==> config.mk <==
export PLATFORM = sky130hd
export DESIGN_NAME = pixel_stream_packer
export DESIGN_NICKNAME = d
export VERILOG_FILES = /design/src/rtl/pixel_stream_packer.sv
export SDC_FILE = /design/constraint.sdc
export NUM_CORES = 1
export LEC_CHECK = 0
export ABC_AREA = 1
export CAP_MARGIN = 20
export CORE_ASPECT_RATIO = 0.9
export CORE_MARGIN = 1.5
export CORE_UTILIZATION = 45
export DETAILED_ROUTE_END_ITERATION = 16
export PLACE_DENSITY = 0.71
export RECOVER_POWER = 50
export SYNTH_ARGS = -nofsm -noshare
export SYNTH_HDL_FRONTEND = slang
export SYNTH_SLANG_ARGS = --single-unit
==> constraint.sdc <==
create_clock -name aclk -period 1.57 [get_ports aclk]
set_input_delay 0.314 -clock aclk [delete_from_list [all_inputs] [get_ports aclk]]
set_output_delay 0.314 -clock aclk [all_outputs]
set_load 0.005 [all_outputs]
==> src/rtl/pixel_stream_packer.sv <==
// Packs 24-bit RGB pixels into a 32-bit AXI4-Stream, 4 pixels per 3 words, with tlast/tuser framing.
// Define PIXEL_STREAM_PACKER_RGB_ORDER_EN to put r in the lowest byte (default order is b lowest).
module pixel_stream_packer (
    input  logic        aclk,
    input  logic        areset,
    input  logic [7:0]  r,
    input  logic [7:0]  g,
    input  logic [7:0]  b,
    input  logic        valid,
    input  logic        sof,
    input  logic        eol,
    output logic        in_stream_ready,
    output logic [31:0] out_stream_tdata,
    output logic [3:0]  out_stream_tkeep,
    output logic        out_stream_tlast,
    output logic        out_stream_tuser,
    output logic        out_stream_tvalid,
    input  logic        out_stream_tready
);

    typedef enum logic {RUN, FLUSH} state_t;

    state_t      r_state;
    state_t      w_state_next;
    logic [1:0]  r_h;
    logic [23:0] r_held;
    logic        r_sof_latch;
    logic [31:0] r_tdata;
    logic [3:0]  r_tkeep;
    logic        r_tlast;
    logic        r_tuser;
    logic        r_tvalid;

    logic [7:0]  w_lane [3];
    logic [23:0] w_pix;
    logic        w_out_free;
    logic        w_accept;
    logic [1:0]  w_h_eff;
    logic        w_sof_now;
    logic        w_emit;
    logic [31:0] w_word;
    logic [3:0]  w_keep;
    logic [23:0] w_held_next;
    logic [1:0]  w_h_next;

`ifdef PIXEL_STREAM_PACKER_RGB_ORDER_EN
    assign w_lane[0] = r;
    assign w_lane[1] = g;
    assign w_lane[2] = b;
`else
    assign w_lane[0] = b;
    assign w_lane[1] = g;
    assign w_lane[2] = r;
`endif

    generate
        for (genvar gi = 0; gi < 3; gi++) begin : g_pix
            assign w_pix[gi*8 +: 8] = w_lane[gi];
        end
    endgenerate

    assign w_out_free = !r_tvalid || out_stream_tready;
    assign w_accept   = valid && in_stream_ready;
    // An sof pixel throws away any partial bytes of the previous line.
    assign w_h_eff    = sof ? 2'd0 : r_h;
    assign w_sof_now  = r_sof_latch || sof;

    always_ff @(posedge aclk) begin
        if (areset) begin
            r_state <= RUN;
        end else begin
            r_state <= w_state_next;
        end
    end

    always_comb begin
        w_state_next = r_state;
        case (r_state)
            RUN:     if (w_accept && eol && w_h_eff[1]) w_state_next = FLUSH;
            FLUSH:   if (w_out_free) w_state_next = RUN;
            default: w_state_next = RUN;
        endcase
    end

    always_comb begin
        in_stream_ready = (r_state == RUN) && w_out_free;
    end

    // Byte packing for the pixel being accepted; eol only changes framing, not the remainder.
    always_comb begin
        w_emit      = 1'b1;
        w_word      = 32'd0;
        w_keep      = 4'hF;
        w_held_next = 24'd0;
        w_h_next    = 2'd0;
        case (w_h_eff)
            2'd0: begin
                if (eol) begin
                    w_word = {8'd0, w_pix};
                    w_keep = 4'b0111;
                end else begin
                    w_emit      = 1'b0;
                    w_keep      = 4'b0000;
                    w_held_next = w_pix;
                    w_h_next    = 2'd3;
                end
            end
            2'd3: begin
                w_word      = {w_pix[7:0], r_held};
                w_held_next = {8'd0, w_pix[23:8]};
                w_h_next    = 2'd2;
            end
            2'd2: begin
                w_word      = {w_pix[15:0], r_held[15:0]};
                w_held_next = {16'd0, w_pix[23:16]};
                w_h_next    = 2'd1;
            end
            default: begin
                w_word = {w_pix, r_held[7:0]};
            end
        endcase
    end

    always_ff @(posedge aclk) begin
        if (areset) begin
            r_h         <= 2'd0;
            r_held      <= 24'd0;
            r_sof_latch <= 1'b0;
            r_tdata     <= 32'd0;
            r_tkeep     <= 4'd0;
            r_tlast     <= 1'b0;
            r_tuser     <= 1'b0;
            r_tvalid    <= 1'b0;
        end else if (r_state == FLUSH) begin
            // The eol remainder (1 or 2 bytes) follows once the first word leaves.
            if (w_out_free) begin
                r_tdata     <= {8'd0, r_held};
                r_tkeep     <= (r_h == 2'd2) ? 4'b0011 : 4'b0001;
                r_tlast     <= 1'b1;
                r_tuser     <= r_sof_latch;
                r_sof_latch <= 1'b0;
                r_tvalid    <= 1'b1;
                r_h         <= 2'd0;
                r_held      <= 24'd0;
            end
        end else if (w_accept) begin
            r_held <= w_held_next;
            r_h    <= w_h_next;
            if (w_emit) begin
                r_tdata     <= w_word;
                r_tkeep     <= w_keep;
                r_tlast     <= eol && !w_h_eff[1];
                r_tuser     <= w_sof_now;
                r_sof_latch <= 1'b0;
                r_tvalid    <= 1'b1;
            end else begin
                r_sof_latch <= w_sof_now;
                r_tvalid    <= 1'b0;
            end
        end else if (out_stream_tready) begin
            r_tvalid <= 1'b0;
        end
    end

    assign out_stream_tdata  = r_tdata;
    assign out_stream_tkeep  = r_tkeep;
    assign out_stream_tlast  = r_tlast;
    assign out_stream_tuser  = r_tuser;
    assign out_stream_tvalid = r_tvalid;

endmodule

# [Word-level counts from Yosys, hierarchy flattened]
# Cells that the tools add are included.
[word_totals] input_bits=30 out_inout_bits=40 regBits=67 elab_cells=75
[classes] mux=45 eq_ne=4 n_bitwise=1 reduce_logical=16
[op_table] cell="$mux 32" count=4
[op_table] cell="$mux 24" count=5
[op_table] cell="$pmux 32 s3" count=1
[op_table] cell="$pmux 24 s3" count=1
[op_table] cell="$mux 1" count=20
[op_table] cell="$mux 4" count=5
[op_table] cell="$mux 2" count=6
[op_table] cell="$eq 2x2->1 const B" count=3
[op_table] cell="$pmux 2 s3" count=1
[op_table] cell="$logic_and 1x1->1" count=5
[op_table] cell="$reduce_and 2->1" count=2
[op_table] cell="$reduce_bool 2->1" count=2
[op_table] cell="$mux 3" count=1
[op_table] cell="$reduce_and 3->1" count=1
[op_table] cell="$reduce_bool 3->1" count=1
[op_table] cell="$logic_not 1->1" count=2
[op_table] cell="$logic_not 2->1" count=1
[op_table] cell="$logic_or 1x1->1" count=2
[op_table] cell="$ne 2x1->1 const B" count=1
[op_table] cell="$pmux 1 s2" count=1
[op_table] cell="$not 1->1" count=1

# [Logic depth before layout (Yosys ltp)]
# Gate-level depths: netlist of the first run.
[depth] depth_word=8 mapped_depth=11 ltp_nobuf=10

# [Worst setup path before layout of the first run]
# Ideal clock, no wire load.
[synth_timing] path_type="register to register" startpoint="register r_tvalid, in the netlist out_stream_tvalid" endpoint="register r_tkeep[0], in the netlist out_stream_tkeep[0]" required_ns=1.442 path_slack_ns=0.090 arrival_ns=1.352 stages_incl_launch_ff=12 path_buffers=2 setup_ns=0.128 cell_sequence="dfxtp_1 -> inv_1 -> nor2_2 -> inv_1 -> o21ai_2 -> inv_1 -> nand2_4 -> inv_2 -> buf_4 -> buf_6 -> nor2_1 -> nor2_1"
[synth_via] elab_chain_len=6 word_cells_on_any_way=7 classes_between="1 x eq/ne; 6 x reduce/logical"
[synth_lines] item="from (decl)" line="32" rtl="logic r_tvalid;"
[synth_lines] item="from (signal assigned)" line="133" rtl="r_tvalid <= 1'b0;"
[synth_lines] item="from (signal assigned)" line="142" rtl="r_tvalid <= 1'b1;"
[synth_lines] item="from (signal assigned)" line="155" rtl="r_tvalid <= 1'b1;"
[synth_lines] item="$logic_not 1->1 *" line="62" rtl="assign w_out_free = !r_tvalid || out_stream_tready;"
[synth_lines] item="$logic_or 1x1->1 *" line="62"
[synth_lines] item="$logic_and 1x1->1" line="86" rtl="in_stream_ready = (r_state == RUN) && w_out_free;"
[synth_lines] item="$logic_and 1x1->1" line="63" rtl="assign w_accept = valid && in_stream_ready;"
[synth_lines] item="$reduce_bool 2->1 (no line)"
[synth_lines] item="$reduce_and 3->1 (no line) *"
[synth_lines] item="to (signal assigned)" line="138" rtl="r_tkeep <= (r_h == 2'd2) ? 4'b0011 : 4'b0001;"
[synth_lines] item="to (signal assigned)" line="151" rtl="r_tkeep <= w_keep;"
[synth_lines] item="to (decl)" line="29" rtl="logic [3:0] r_tkeep;"
# Every way passes the cells marked *; elsewhere a longest branch is shown, timed or not.
# A chain may end at the register's enable or synchronous reset.

# [Worst setup path in the final report of the first run]
[layout_timing] startpoint="register r_tdata[24], in the netlist out_stream_tdata[24]" endpoint="output port out_stream_tdata[24]"
[layout_rtl] item="from (decl)" line="28" rtl="logic [31:0] r_tdata;"
[layout_rtl] item="from (signal assigned)" line="137" rtl="r_tdata <= {8'd0, r_held};"
[layout_rtl] item="from (signal assigned)" line="150" rtl="r_tdata <= w_word;"
[layout_rtl] item="to (decl)" line="13" rtl="output logic [31:0] out_stream_tdata,"
# No word-level cell between the ends.

==> summary.md, run 1 <==
| Metric | Value |
|---|---|
| Status | `completed` |
| Via count of the first global-routing pass | `4028` |
| Cell type of the slowest stage on the worst timing path | `sky130_fd_sc_hd__clkdlybuf4s50_1` |
| DR vias | `4238` |
| Post-Route Setup TNS | `0 ps` |
| Detailed Route WL | `13200 um` |
| GRT Resource Usage Total | `~31%` |
| Worst slew margin | `60.8%` |
| Die area | `8610 sq um` |
| Sequential share of the synthesized area | `a little under two fifths` |
| Element type at the critical path end | `output pin` |
| Clock Latency Late Sink | `350 ps` |
| Final routed DRC violation total | `0` |
| Area of the mapped netlist | `3630 sq um` |
| Net Count, Synth | `610` |
| Chain of cells forming the critical path | `clkdlybuf4s50_1` |
| Pre-antenna DRT Iters | `5` |
| Global-route wire length before repair | `20600 um` |
| Hold_buf cts | `0` |
| Tmin final | `1540 ps` |
| Worst-case vdd ir drop | `676 uV` |
| Delay of the slowest cell on the worst path | `530 ps` |
| Clock sink total | `67` |
| Synth Instances | `580` |
| Num rows | `30` |
| Placed insts | `771` |
| Maximum operating frequency | `649 MHz` |
| Iteration-0 DRC Markers | `266` |
| Slew @ Worst Pin | `between 500 and 600 ps` |
| EDFF count, synth | `0` |
| Critical Setup Path Class | `register to output pin` |
| Number of antenna violations at the first check in global routing | `0` |
| Number of I/O pins | `70` |
| Distinct cell type count after synthesis | `29` |
| Drt via density | `5.36` |
| Launch instance of the worst register-to-register path | `r_state` |
| Cell count of the worst hold path | `4` |
| Buffer type at the clock tree root | `sky130_fd_sc_hd__clkbuf_8` |
| Setup slack of the worst register-to-register path | `70 ps` |
| Proportion of register bits with asynchronous set or reset after synthesis | `0%` |
| Clock Tree Buf Depth | `2` |
| Final instance count without filler cells | `790` |
| Number of buffers and inverters on the critical path | `1` |
| Highest net fanout along the worst path | `2` |
| Worst setup skew after layout | `9.13 ps` |
| Core ar. | `7660 sq um` |
| Overflow after GRT | `0` |
| Fraction of final layout cells sized beyond drive strength 1 | `approximately 16%` |
| Final Setup Violations | `0` |
| Count of input and output buffers | `69` |
| Initial Util | `47.4%` |
| Startpoint types | `register` |
| WP data arrival | `1230 ps` |
| Height of the chip | `88.2 um` |
| DR WL/cell | `roughly 17 um` |
| Worst Reg-to-Reg Cells | `6` |
| ANT nets after route | `0` |
| CTS clock-pin slew for the worst setup and hold paths | `70 ps` |
| Worst hold path class | `input port to register` |
| RSZ-0062 raised after global routing | `no` |
| Reg2Reg Capture Point | `out_stream_tdata[0]` |
| Static power due to leakage | `2.29 nW` |
| Final Wtd Congestion | `0.920` |
| Syn-to-layout area delta | `39.8%` |
| CTS tree | `built` |
| Flip-flop and latch count after synthesis | `67` |
| Power density over the cells | `880 nW/um^2` |
| YS warnings | `0` |
| Number of hold violations in the final report | `0` |
| Maximum number of pins on one net before global-route repair | `30` |
| Inserted Clock Buffers | `9` |
| Nets | `719` |
| Area post-placement | `4750 sq um` |
| Die width | `97.6 um` |
| Worst Hold Launch | `out_stream_tready` |
| Final Instance Area | `5070 sq um` |
| DP HPWL | `9530 um` |
| Count of max-cap constraint violations | `0` |
| Smallest hold slack | `370 ps` |
| Cell family with the largest share of critical-path delay | `buffers and inverters` |
| Final clock period utilization by the worst path | `98.2%` |
| Fill count | `744` |
| Most used DFF post-synth | `sky130_fd_sc_hd__dfxtp_1` |
| # diodes | `0` |
| H-tree depth | `3` |
| Number of max-slew violations in the final report | `0` |
| Crit path required time | `1260 ps` |
| Final Total Pwr | `0.00446 W` |
| Post-synthesis area per instance | `6.25 sq um` |
| Hold EP | `out_stream_tvalid` |
[layout make-up]
class	instances	area (sq um)	area share, %
Clock inverter	5	77.6	1.53
Timing Repair Buffer	134	1230	24.3
Clock buffer	11	131	2.59
Inverter	31	130	2.57
Sequential cell	67	1350	26.6
Tap cell	96	120	2.37
Multi-Input combinational cell	446	2030	40.1
[stage by stage]
step	util, %	setup WS, ps
global route	66.2	3.96
detailed placement	62.0	-462
floorplan	-	90.2
CTS	65.4	2.78
finish	66.2	28.8
global placement	62.0	-380
[sequential cells by signal, indices dropped and copies added, names as in the netlist]
register and count:
out_stream_tdata 32, out_stream_tkeep 4, out_stream_tlast 1, out_stream_tuser 1, out_stream_tvalid 1, r_h 2
r_held 24, r_sof_latch 1, r_state 1
[cells in the mapped netlist, types with 2 or more instances]
cell type,number,area [sq um]
sky130_fd_sc_hd__o211ai_1,2,15.0
sky130_fd_sc_hd__nand3_1,24,120
sky130_fd_sc_hd__nand2_4,2,22.5
sky130_fd_sc_hd__buf_4,2,15.0
sky130_fd_sc_hd__inv_1,27,101
sky130_fd_sc_hd__nor2_1,60,225
sky130_fd_sc_hd__inv_2,3,11.3
sky130_fd_sc_hd__or2_2,2,12.5
sky130_fd_sc_hd__nand4_1,16,100
sky130_fd_sc_hd__a21oi_1,49,245
sky130_fd_sc_hd__buf_2,15,75.1
sky130_fd_sc_hd__o21ai_1,2,10.0
sky130_fd_sc_hd__buf_1,3,11.3
sky130_fd_sc_hd__nand2_1,216,811
sky130_fd_sc_hd__nor2_2,6,37.5
sky130_fd_sc_hd__nand2_2,3,18.8
sky130_fd_sc_hd__clkbuf_1,14,52.6
sky130_fd_sc_hd__a22oi_1,8,60.1
sky130_fd_sc_hd__o22ai_1,6,37.5
sky130_fd_sc_hd__dfxtp_1,67,1340
sky130_fd_sc_hd__o21ai_0,45,225
[cells by family after synthesis]
family	Yosys count	share of synthesized area, %
AO/OA/AOI/OAI	115	17.1
buffers and inverters	67	7.90
flip-flops	67	37.0
AND/OR/NAND/NOR	331	38.0
[timing repair]
| action | 4_1_cts | 5_1_grt |
|---|---|---|
| resized for setup | 15 | 24 |
| setup endpoints to repair | 42 | 52 |
| pin swaps | 2 | 1 |
| setup buffers | 2 | 1 |
[routing by layer]
layer / wire length (um) / GRT usage [%] / vias to the layer above
met5: 0 / 0 / -
met4: 308 / 11.4 / 0
li1: - / - / 2096
met1: 5880 / 39.9 / 1942
met3: 912 / 6.78 / 23
met2: 6060 / 52.7 / 177
[worst max-delay path by stage]
stage               slack (ps)  depth (start not counted)                  from              endpoint
finish                      30                          1  out_stream_tdata[24]  out_stream_tdata[24]
global route                 4                          9                r_h[1]  out_stream_tdata[31]
CTS                          3                          4     out_stream_tvalid       in_stream_ready
detailed placement        -460                         10                   sof  out_stream_tdata[29]
global placement          -380                         11                   sof  out_stream_tdata[24]
floorplan                   90                         11     out_stream_tvalid   out_stream_tkeep[0]
[worst min-delay path, delay by kind of cell]
kind / cells / cell delay [ps]
simple gates: 1 / 60
buf+inv: 2 / 220
compound gates: 1 / 80
[report_power, final]
| group | internal [W] | switching [W] | total (W) |
|---|---|---|---|
| Combinational | 0.000464 | 0.000568 | 0.00103 |
| Clock | 0.000890 | 0.000676 | 0.00157 |
| Sequential | 0.00180 | 0.0000601 | 0.00186 |
[placed cells by master (no fill, tap or decap), drive strengths merged, types with 3 or more instances in the layout]
cell type	synthesis	final
nand3	25	25
o21ai	48	48
buf	21	61
clkdlybuf4s50	0	65
nor2	67	67
nand4	16	16
nand2	221	221
clkbuf	15	15
a21oi	49	49
o22ai	6	6
inv	30	29
dfxtp	67	67
a22oi	8	8
clkinv	1	3
No activity file was read; power rests on OpenSTA's default activity.
==> inputs of run 2 (changes only) <==
- CTS_BUF_LIST: not set -> sky130_fd_sc_hd__clkbuf_8
==> summary.md, run 2 (synthesized netlist as in run 1, its figures left out) <==
| Metric | Value |
|---|---|
| Fraction of final layout cells sized beyond drive strength 1 | `15.6%` |
| H-tree depth | `3` |
| Syn-to-layout area delta | `39.8%` |
| Global-route wire length before repair | `between 20000 and 25000 um` |
| WP data arrival | `1230 ps` |
| CTS tree | `built` |
| Highest net fanout along the worst path | `2` |
| ANT nets after route | `0` |
| Worst setup skew after layout | `about 8.4 ps` |
| Startpoint types | `register` |
| Number of buffers and inverters on the critical path | `1` |
| Number of antenna violations at the first check in global routing | `0` |
| Clock sink total | `67` |
| RSZ-0062 raised after global routing | `no` |
| Clock Tree Buf Depth | `2` |
| Most common library cell in the layout ignoring fill and taps | `sky130_fd_sc_hd__nand2_1` |
| Via count of the first global-routing pass | `4028` |
| Initial Util | `47.4%` |
| Iteration-0 DRC Markers | `270` |
| FF+latch area | `1350 sq um` |
| Cell family with the largest share of critical-path delay | `buffers and inverters` |
| Height of the chip | `88.2 um` |
| Tmin final | `between 1500 and 2000 ps` |
| Die area | `about 8600 sq um` |
| Drt via density | `about 5.3` |
| Count of input and output buffers | `69` |
| Worst-case vdd ir drop | `677 uV` |
| Commonest cells after routing, fill and taps aside | `216 x sky130_fd_sc_hd__nand2_1, 65 x sky130_fd_sc_hd__clkdlybuf4s50_1, 64 x sky130_fd_sc_hd__dfxtp_1, 58 x sky130_fd_sc_hd__nor2_1, 51 x sky130_fd_sc_hd__buf_4` |
| Pre-antenna DRT Iters | `4` |
| Delay of the slowest cell on the worst path | `around 530 ps` |
| Footprint of the multi-input gates | `2030 sq um` |
| Number of I/O pins | `70` |
| DR WL/cell | `16.7 um` |
| # diodes | `0` |
| Final Wtd Congestion | `0.920` |
| Element type at the critical path end | `output pin` |
| Slew @ Worst Pin | `roughly 600 ps` |
| CTS clock-pin slew for the worst setup and hold paths | `~70 ps` |
| Worst hold path class | `input port to register` |
| Post-Route Setup TNS | `0 ps` |
| Maximum operating frequency | `approximately 650 MHz` |
| Chain of cells forming the critical path | `clkdlybuf4s50_1` |
| Count of max-cap constraint violations | `0` |
| Buffer type at the clock tree root | `sky130_fd_sc_hd__clkbuf_8` |
| Clock Latency Late Sink | `350 ps` |
| GRT Resource Usage Total | `~31%` |
| Cell type of the slowest stage on the worst timing path | `sky130_fd_sc_hd__clkdlybuf4s50_1` |
| Flip-flop count of the largest register after layout | `32` |
| Hold_buf cts | `0` |
| Core ar. | `7660 sq um` |
| Number of max-slew violations in the final report | `0` |
| DR vias | `4222` |
| Static power due to leakage | `2.30 nW` |
| Die width | `97.6 um` |
| Crit path required time | `1260 ps` |
| Fill count | `744` |
| Power density over the cells | `878 nW/um^2` |
| Critical Setup Path Class | `register to output pin` |
| Maximum number of pins on one net before global-route repair | `30` |
| Final clock period utilization by the worst path | `a little over nine tenths` |
| Final routed DRC violation total | `0` |
| Detailed Route WL | `13200 um` |
| Number of hold violations in the final report | `0` |
| Inserted Clock Buffers | `9` |
| Num rows | `30` |
| Util after Layout | `66.2%` |
| Status | `completed` |
| DP HPWL | `9530 um` |
| Final Setup Violations | `0` |
| Overflow after GRT | `0` |
| Nets | `719` |
| Worst slew margin | `59.8%` |
==> run 2: cell types whose count changed in the layout (fill, tap and decap cells not counted) <==
cell / delta
sky130_fd_sc_hd__inv_1: +2
sky130_fd_sc_hd__clkbuf_1: -2
==> run 2: cell type report <==
type | count | share of cell area (%)
Multi-Input combinational cell | 446 | 40.1
Sequential cell | 67 | 26.6
Timing Repair Buffer | 134 | 24.3
Inverter | 31 | 2.57
Clock buffer | 9 | 2.44
Tap cell | 96 | 2.37
Clock inverter | 7 | 1.68
==> run 2: what timing repair did <==
item / CTS / global route
pin swaps: 2 / 1
setup buffers: 2 / 1
gates resized for setup: 15 / 24
setup endpoints to repair: 42 / 52
==> run 2: power by group <==
group          switching (W)  leakage [nW]  internal, W
Combinational       0.000569          1.64     0.000464
Clock               0.000680         0.112     0.000877
Sequential         0.0000603         0.549      0.00180
Total                0.00131          2.30      0.00314
==> run 2: layer usage <==
| metal | wire [um] | track usage (%) |
|---|---|---|
| met5 | 0 | 0 |
| met4 | 316 | 11.4 |
| met3 | 860 | 6.78 |
| met2 | 6030 | 52.7 |
| met1 | 5960 | 39.9 |
==> run 2: path summary, 6_finish.rpt <==
kind,start,to,slack [ps],cells after the start
worst min-delay path,out_stream_tready,out_stream_tvalid,370,4
worst min register to register,out_stream_tdata[17],out_stream_tdata[17],460,2
worst max-delay path,out_stream_tdata[24],out_stream_tdata[24],30,1
worst max register to register,r_state,out_stream_tdata[0],70,6
==> run 2: metrics by stage <==
step                hold slack, ps  cells  total power [W]  area [sq um]  worst slack (ps)
floorplan                      441    580          0.00237          3630              90.2
global placement               449    771          0.00287          4750              -380
detailed placement             456    771          0.00289          4750              -462
CTS                            468    789          0.00447          5010              2.78
global route                   377    790          0.00465          5070              3.66
finish                         368    790          0.00445          5070              26.6
